<file path="src/rtl/weight_row_writer_pkg.sv">
// Shared sizing and state encoding for the weight RAM loader, its packer and weightRAM.
package weight_row_writer_pkg;

  localparam int BITWIDTH = 18;
  localparam int NCOLS    = 16;
  localparam int NROWS    = 16;
  localparam int ADDR_W   = 4;
  localparam int ROW_W    = NCOLS * BITWIDTH;
  localparam int COL_W    = (NCOLS > 1) ? $clog2(NCOLS) : 1;

  typedef enum logic [1:0] {
    ST_IDLE  = 2'd0,
    ST_FILL  = 2'd1,
    ST_WRITE = 2'd2,
    ST_DONE  = 2'd3
  } wrw_state_e;

  // Column c of a row lives at bits [c*BITWIDTH +: BITWIDTH].
  typedef logic [NCOLS-1:0][BITWIDTH-1:0] row_t;

endpackage

</file>
<file path="src/rtl/weight_row_packer.sv">
// Packs accepted weight words into one RAM row, column by column.
// Latency: row_next/row_full are combinational on the accepting cycle.
// Backpressure: none internally; the caller qualifies every word with accept.
module weight_row_packer
  import weight_row_writer_pkg::*;
(
  input  logic                clock,
  input  logic                reset,
  input  logic                clear,
  input  logic                accept,
  input  logic [BITWIDTH-1:0] in_data,
  output logic                row_full,
  output row_t                row_next
);

  row_t             row_q;
  logic [COL_W-1:0] col_cnt;
  logic             last_col;

  assign last_col = (col_cnt == COL_W'(NCOLS - 1));
  assign row_full = accept & last_col;

  // row_next includes the word being accepted, so the caller can capture a
  // complete row on the same edge that takes the final column.
  always_comb begin
    row_next = row_q;
    if (accept) begin
      row_next[col_cnt] = in_data;
    end
  end

  always_ff @(posedge clock or negedge reset) begin
    if (!reset) begin
      col_cnt <= '0;
      row_q   <= '0;
    end else if (clear) begin
      col_cnt <= '0;
      row_q   <= '0;
    end else if (accept) begin
      row_q   <= row_next;
      col_cnt <= last_col ? '0 : col_cnt + COL_W'(1);
    end
  end

endmodule

</file>
<file path="src/rtl/weight_row_writer.sv">
// Streams weight words into packed rows and writes each row to weightRAM.
// Latency: wr_en is high in the cycle after the edge that accepts a row's last word.
// Backpressure: in_ready drops in IDLE, WRITE and DONE; words wait with in_valid held.
module weight_row_writer
  import weight_row_writer_pkg::*;
(
  input  logic                clock,
  input  logic                reset,
  input  logic                start,
  input  logic [BITWIDTH-1:0] in_data,
  input  logic                in_valid,
  output logic                in_ready,
  output logic                wr_en,
  output logic [ADDR_W-1:0]   wr_addr,
  output logic [ROW_W-1:0]    wr_data,
  output logic                busy,
  output logic                done
);

  wrw_state_e        state_q;
  wrw_state_e        state_d;
  logic [ADDR_W-1:0] row_cnt;
  logic              accept;
  logic              load_start;
  logic              row_full;
  logic              last_row;
  row_t              row_next;

  assign accept     = in_valid & in_ready;
  assign load_start = start & ((state_q == ST_IDLE) | (state_q == ST_DONE));
  assign last_row   = (row_cnt == ADDR_W'(NROWS - 1));

  weight_row_packer u_packer (
    .clock    (clock),
    .reset    (reset),
    .clear    (load_start),
    .accept   (accept),
    .in_data  (in_data),
    .row_full (row_full),
    .row_next (row_next)
  );

  always_ff @(posedge clock or negedge reset) begin
    if (!reset) begin
      state_q <= ST_IDLE;
    end else begin
      state_q <= state_d;
    end
  end

  always_comb begin
    state_d = state_q;
    unique case (state_q)
      ST_IDLE,
      ST_DONE:  if (start) state_d = ST_FILL;
      ST_FILL:  if (row_full) state_d = ST_WRITE;
      ST_WRITE: state_d = last_row ? ST_DONE : ST_FILL;
      default:  state_d = ST_IDLE;
    endcase
  end

  // Handshake and status decode straight from the state register, so
  // in_ready never depends on in_valid.
  always_comb begin
    in_ready = 1'b0;
    wr_en    = 1'b0;
    busy     = 1'b0;
    done     = 1'b0;
    unique case (state_q)
      ST_FILL: begin
        in_ready = 1'b1;
        busy     = 1'b1;
      end
      ST_WRITE: begin
        wr_en = 1'b1;
        busy  = 1'b1;
      end
      ST_DONE:  done = 1'b1;
      default: ;
    endcase
  end

  // wr_addr/wr_data are captured only when a row completes, so they hold
  // steady between write strobes.
  always_ff @(posedge clock or negedge reset) begin
    if (!reset) begin
      row_cnt <= '0;
      wr_addr <= '0;
      wr_data <= '0;
    end else begin
      if (load_start) begin
        row_cnt <= '0;
      end else if ((state_q == ST_WRITE) && !last_row) begin
        row_cnt <= row_cnt + ADDR_W'(1);
      end
      if (row_full) begin
        wr_addr <= row_cnt;
        wr_data <= row_next;
      end
    end
  end

endmodule

</file>
<file path="config.mk">
export PLATFORM = sky130hd
export DESIGN_NAME = weight_row_writer
export DESIGN_NICKNAME = d
export VERILOG_FILES = /design/src/rtl/weight_row_writer_pkg.sv /design/src/rtl/weight_row_packer.sv /design/src/rtl/weight_row_writer.sv
export SDC_FILE = /design/constraint.sdc
export NUM_CORES = 1
export LEC_CHECK = 0
export BUFFER_PORTS_ARGS = -buffer_cell sky130_fd_sc_hd__buf_2
export CELL_PAD_IN_SITES_DETAIL_PLACEMENT = 1
export CELL_PAD_IN_SITES_GLOBAL_PLACEMENT = 2
export CORE_MARGIN = 5
export CORE_UTILIZATION = 45
export DETAILED_ROUTE_END_ITERATION = 16
export MAX_ROUTING_LAYER = met4
export PLACE_DENSITY = 0.81
export SYNTH_ARGS = -nofsm -noshare
export SYNTH_HDL_FRONTEND = slang
export SYNTH_HIERARCHICAL = 1
export SYNTH_SLANG_ARGS = --single-unit
</file>
<file path="constraint.sdc">
create_clock -name clock -period 5.4 [get_ports clock]
set_input_delay 0.81 -clock clock [delete_from_list [all_inputs] [get_ports clock]]
set_output_delay 0.81 -clock clock [all_outputs]
set_load 0.02 [all_outputs]
</file>
==> After elaboration in Yosys (flattened, before gate mapping) <==
Index checks and enable logic that the tools add are counted.
{ "word_totals": {"ff_bits": 590, "wordCells": 64} }
{ "classes": {"n_lt_le_gt_ge": 2, "muxes": 19, "bitwise_logic": 4, "add_sub_neg": 2, "eq_ne": 7, "reduce_logical": 9} }
{ "op_table": {"columns": ["cell", "n"], "rows": [
  ["$mux 288", 3],
  ["$bwmux 288", 1],
  ["$demux 18 s4", 1],
  ["$mux 4", 5],
  ["$mux 18", 1],
  ["$add 4x1->4 const B", 2],
  ["$eq 4x4->1 const B", 2],
  ["$mux 2", 3],
  ["$pmux 2 s3", 1],
  ["$lt 4x5->1 const B", 1],
  ["$eq 2x2->1 const B", 2],
  ["$ge 4x1->1 const B", 1],
  ["$mux 1", 4],
  ["$ne 2x2->1 const B", 2],
  ["$reduce_bool 2->1", 2],
  ["$reduce_or 2->1", 2],
  ["$and 1x1->1", 3],
  ["$eq 2x1->1 const B", 1],
  ["$logic_and 1x1->1", 2],
  ["$logic_not 2->1", 1],
  ["$reduce_and 2->1", 1],
  ["$logic_not 1->1", 1],
  ["$or 1x1->1", 1]
]} }

==> Depth between registers and ports, before layout <==
{ "logic_depth": {"ltp_word": 8, "ltp_mapped": 12, "mapped_depth_nobuf": 8} }

==> Hierarchy <==
Netlist, hierarchy kept.
{ "by_module_without_submodules": {"columns": ["mod", "cells_per_inst", "instances", "area_each_um2"], "rows": [
  ["weight_row_packer", 979, 1, 13615.6],
  ["weight_row_writer", 656, 1, 12301.8]
]} }

==> Least setup slack after synthesis <==
No wires, ideal clock.
{ "synth_timing": {"kind": "register to register", "startpoint": "register state_q[1]", "endpoint": "register wr_data[206]", "slack_ns": 2.957, "required_ns": 5.275, "n_path_buf": 5, "setup_ns": 0.125, "path_stages_with_launch": 12, "t_arrival_ns": 2.318, "path_cell_list": "dfrtp_1 > inv_1 > ha_1 > and2_1 > buf_6 > nand4_4 > buf_6 > inv_1 > buf_6 > buf_6 > buf_6 > mux2_4"} }
{ "synth_between": {"elab_chain_cells": 4, "word_cells_on_any_way": 5} }
{ "synth_lines": {"columns": ["item", "line", "rtl"], "rows": [
  ["start, declared", "weight_row_writer.sv:20", "wrw_state_e state_q;"],
  ["start signal, assigned", "weight_row_writer.sv:47", "state_q <= state_d;"],
  ["$eq 2x1->1", "weight_row_writer.sv:69", "unique case (state_q)"],
  ["$mux 1", "weight_row_writer.sv:69", null],
  ["via in_ready", "weight_row_writer.sv:12", "output logic in_ready,"],
  ["$and 1x1->1", "weight_row_writer.sv:29", "assign accept = in_valid & in_ready;"],
  ["via accept", "weight_row_writer.sv:23", "logic accept;"],
  ["$and 1x1->1", "weight_row_packer.sv:21", "assign row_full = accept & last_col;"],
  ["via row_full", "weight_row_writer.sv:25", "logic row_full;"],
  ["end signal, assigned", "weight_row_writer.sv:98", "wr_data <= row_next;"],
  ["end, declared", "weight_row_writer.sv:15", "output logic [ROW_W-1:0] wr_data,"]
]} }
The timed path passes the listed nets, and every way through them passes these cells.
A chain may end at the register's enable or synchronous reset.

==> Worst setup path in the final report <==
{ "layout_timing": {"startpoint": "register state_q[1]", "endpoint": "register wr_data[275]"} }
{ "layout_between": {"elab_chain_cells": 4, "word_cells_on_any_way": 5} }
{ "layout_lines": {"columns": ["item", "line"], "rows": [
  ["$eq 2x1->1", "weight_row_writer.sv:69"],
  ["$mux 1", "weight_row_writer.sv:69"],
  ["$and 1x1->1", "weight_row_writer.sv:29"],
  ["via accept", "weight_row_writer.sv:23"],
  ["$and 1x1->1", "weight_row_packer.sv:21"],
  ["via row_full", "weight_row_writer.sv:25"]
]} }
The timed path passes the listed nets, and every way through them passes these cells.

==> results.toml <==
[clocking]
cts_tree = "yes"
cts_max_path_buffers = 3
h-tree-depth = 3
cts_root_buffer = "clkbuf_16"
cts_resized = 0
cts_hold_buffers = 0
post_cts_buffers = 0
cts-buffers-inserted = 66
worstSkewPairLatency_ns = 0.60
numClockSinks = 590
path_clk_slew_ns = 0.06

[detailed_routing]
wl_per_cell_microns = 24.33
drtPass1Iterations = 4
vias = 14130
drtIter0Drc = 746
wirelength_microns = 66600
antenna_left = 0
detail_route.vias_per_cell = 5.162
post-route-drc-count = 0

[synthesis]
netlist_instances = 1635
netlist.area_leader.share_pct = 56.97
synth_fp_nets = 1666
syn_avg_cell_area_sq_um = 15.85
yosysUniqueCellTypes = 35
synth_warnings = 6
ys_ff_latch = 590
seq_area_frac_synth_pct = 56.97
synth_area_leaders = "dfrtp_1 (57%), mux2_4 (21%), mux2_2 (9.2%)"
netlist_area_sq_um = 25920
yosysTopAreaCell = "dfrtp_1"

[worst_setup_path]
cp.depth = 7
cp-start-kind = "register"
crit_chain = "inv_1 > ha_1 > and2_2 > nand4_4 > inv_8 > buf_4 > mux2_2"
cp.buffers_inverters = 3
crit_path_end = "wr_data[275]"
worstReg2RegEnd = "wr_data[275]"
worstSetupPathType = "reg -> reg"
required_ns = 5.87
max_stage_delay_ns = 0.73
cp_max_fo = 73
rr_worst_depth = 7
crit_start = "state_q[1]"
rrSetupSlack_ns = 1.51
timing.rr.start = "state_q[1]"
crit_path_end_kind = "register"
worstPathArrival_ns = 4.36
cp_slowest_cell = "inv_8"
critPathTopFamily = "buffers and inverters"

[die]
dieArea_sq_um = 62490
die_h_microns = 250.0
design.core.area_sq_um = 57370
start_util_pct = 45.18
num_io_pins = 318
fp.dieW_microns = 250.0
num_rows = 88

[sta]
holdWs_ns = 0.06743
rsz0062_at_grt = "no"
worst_slew_pin_slew_ns = 1.171
fin_crit_ns = 3.886
period_share_pct = 71.96
drv_slew = 0
relSlewSlack_pct = 21.95
setup_viol_count_final = 0
setup_ws_ns = 1.514
fin_setup_tns_ns = 0
fin_skew_ns = 0.01700
hold_viol_final = 0
max_freq_ghz = 0.2573

[finish]
area_growth_syn_to_layout_pct = 15.84
final_cell_mix = "dfrtp_1 (590), mux2_4 (359), buf_2 (316)"
final_nets = 1958
drive_above_1_share_pct = 51.75
final_util_pct = 52.34
final_common_cell = "dfrtp_1"

[global_routing]
grt_use_total_pct = 21.54
grt_max_degree = 172
first_global_vias = 15650
antenna_found_initial = 3
grt_pass1_wl_microns = 101700
grt_remaining_overflow = 0

[outcome]
outcome = "finished clean"

[place]
hpwl_microns = 40500
pre_cts_ws_ns = 1.300
io_buffers = 317
gp_congestion = 0.7510

[worst_hold_path]
hold_path_class = "in -> async"

[pwr]
vdd_drop_max_uv = 239.6
power_density_nw_per_um2 = 353.0
leakage_nw = 16.24

[flow_run]
maxCapViolations = 0
==> cell type report <==
type	instances	area (sq um)
fillers	5527	27340
flip-flops and latches	590	14760
multi-input cells	926	10330
clock buffers	93	1904
repair buffers	334	1812
well taps	765	957.2
clock inverters	19	207.7
inverters	9	41.29
diodes	1	2.502
==> per-stage QoR <==
step	total power (W)	instance area (sq um)	instances
after floorplan	0.005802	25920	1635
after global placement	0.006239	27910	2624
after detailed placement	0.006291	27910	2624
after CTS	0.01075	30020	2736
after global routing	0.01106	30020	2736
final	0.01060	30020	2737
==> cells in the mapped netlist <==
master    instances
and3_1            1
nand3b_1          1
nand4_1           2
and4bb_2          1
xor2_1            1
and2_1            2
and4bb_1          2
a311oi_1          1
buf_8             3
mux2_1           10
clkbuf_1         51
or3_1             1
nor3_1            1
buf_6            43
ha_1              9
buf_2             6
nand4_4           4
a22o_1            1
o21ai_0           4
o22ai_1           1
a21oi_1           5
buf_4             7
or4_1             1
inv_1             9
dfrtp_1         590
nor2b_1         289
mux2_2          211
mux2i_1           2
nor4bb_1          1
nand4b_4          8
xnor2_1           1
mux2_4          359
nand2_1           3
nor2_1            3
a211oi_1          1
==> sequential cells by signal (all words and copies together), names as in the netlist <==
register,flops
state_q,2
row_cnt,4
u_packer/col_cnt,4
wr_addr,4
u_packer/row_q,288
wr_data,288
==> metal layers <==
| layer | up-vias | routed length [microns] | share of wire, % | track usage, % |
|---|---|---|---|---|
| li1 | 6151 | - | - | - |
| met1 | 7602 | 31370 | 47 | 30.25 |
| met2 | 306 | 31400 | 47 | 33.18 |
| met3 | 69 | 2631 | 4.0 | 3.449 |
| met4 | 0 | 1198 | 1.8 | 5.458 |
| met5 | - | 0 | 0 | - |
==> worst min-delay path by stage <==
stage / from / to / slack (ns) / cells after the start
after global routing: reset / u_packer/row_q[148] / 0.06 / 1
final: reset / u_packer/row_q[148] / 0.07 / 1
after global placement: wr_data[266] / wr_data[266] / 0.49 / 1
after detailed placement: wr_data[48] / wr_data[48] / 0.49 / 1
after floorplan: reset / row_cnt[0] / 0.51 / 0
after CTS: reset / wr_data[174] / 0.03 / 1
==> where the power goes <==
group | internal, W | leakage [nW] | switching, W
combinational | 0.000523 | 6.98 | 0.000878
clock | 0.00260 | 1.05 | 0.00180
sequential | 0.00467 | 8.22 | 0.000124
total | 0.00780 | 16.2 | 0.00280
==> cell families (layout without fill, tap and decap cells) <==
| family | after synthesis | count (layout) | share of synthesized area (%) |
|---|---|---|---|
| xor+xnor | 2 | 2 | 0.06760 |
| other cells | 0 | 1 | 0 |
| fa+ha+maj | 9 | 9 | 0.4345 |
| mux | 582 | 582 | 30.48 |
| simple gates | 320 | 320 | 8.530 |
| compound gates | 13 | 13 | 0.2945 |
| flops | 590 | 590 | 56.97 |
| buf+inv | 119 | 455 | 3.230 |
Power figures use the tool's default switching activity.
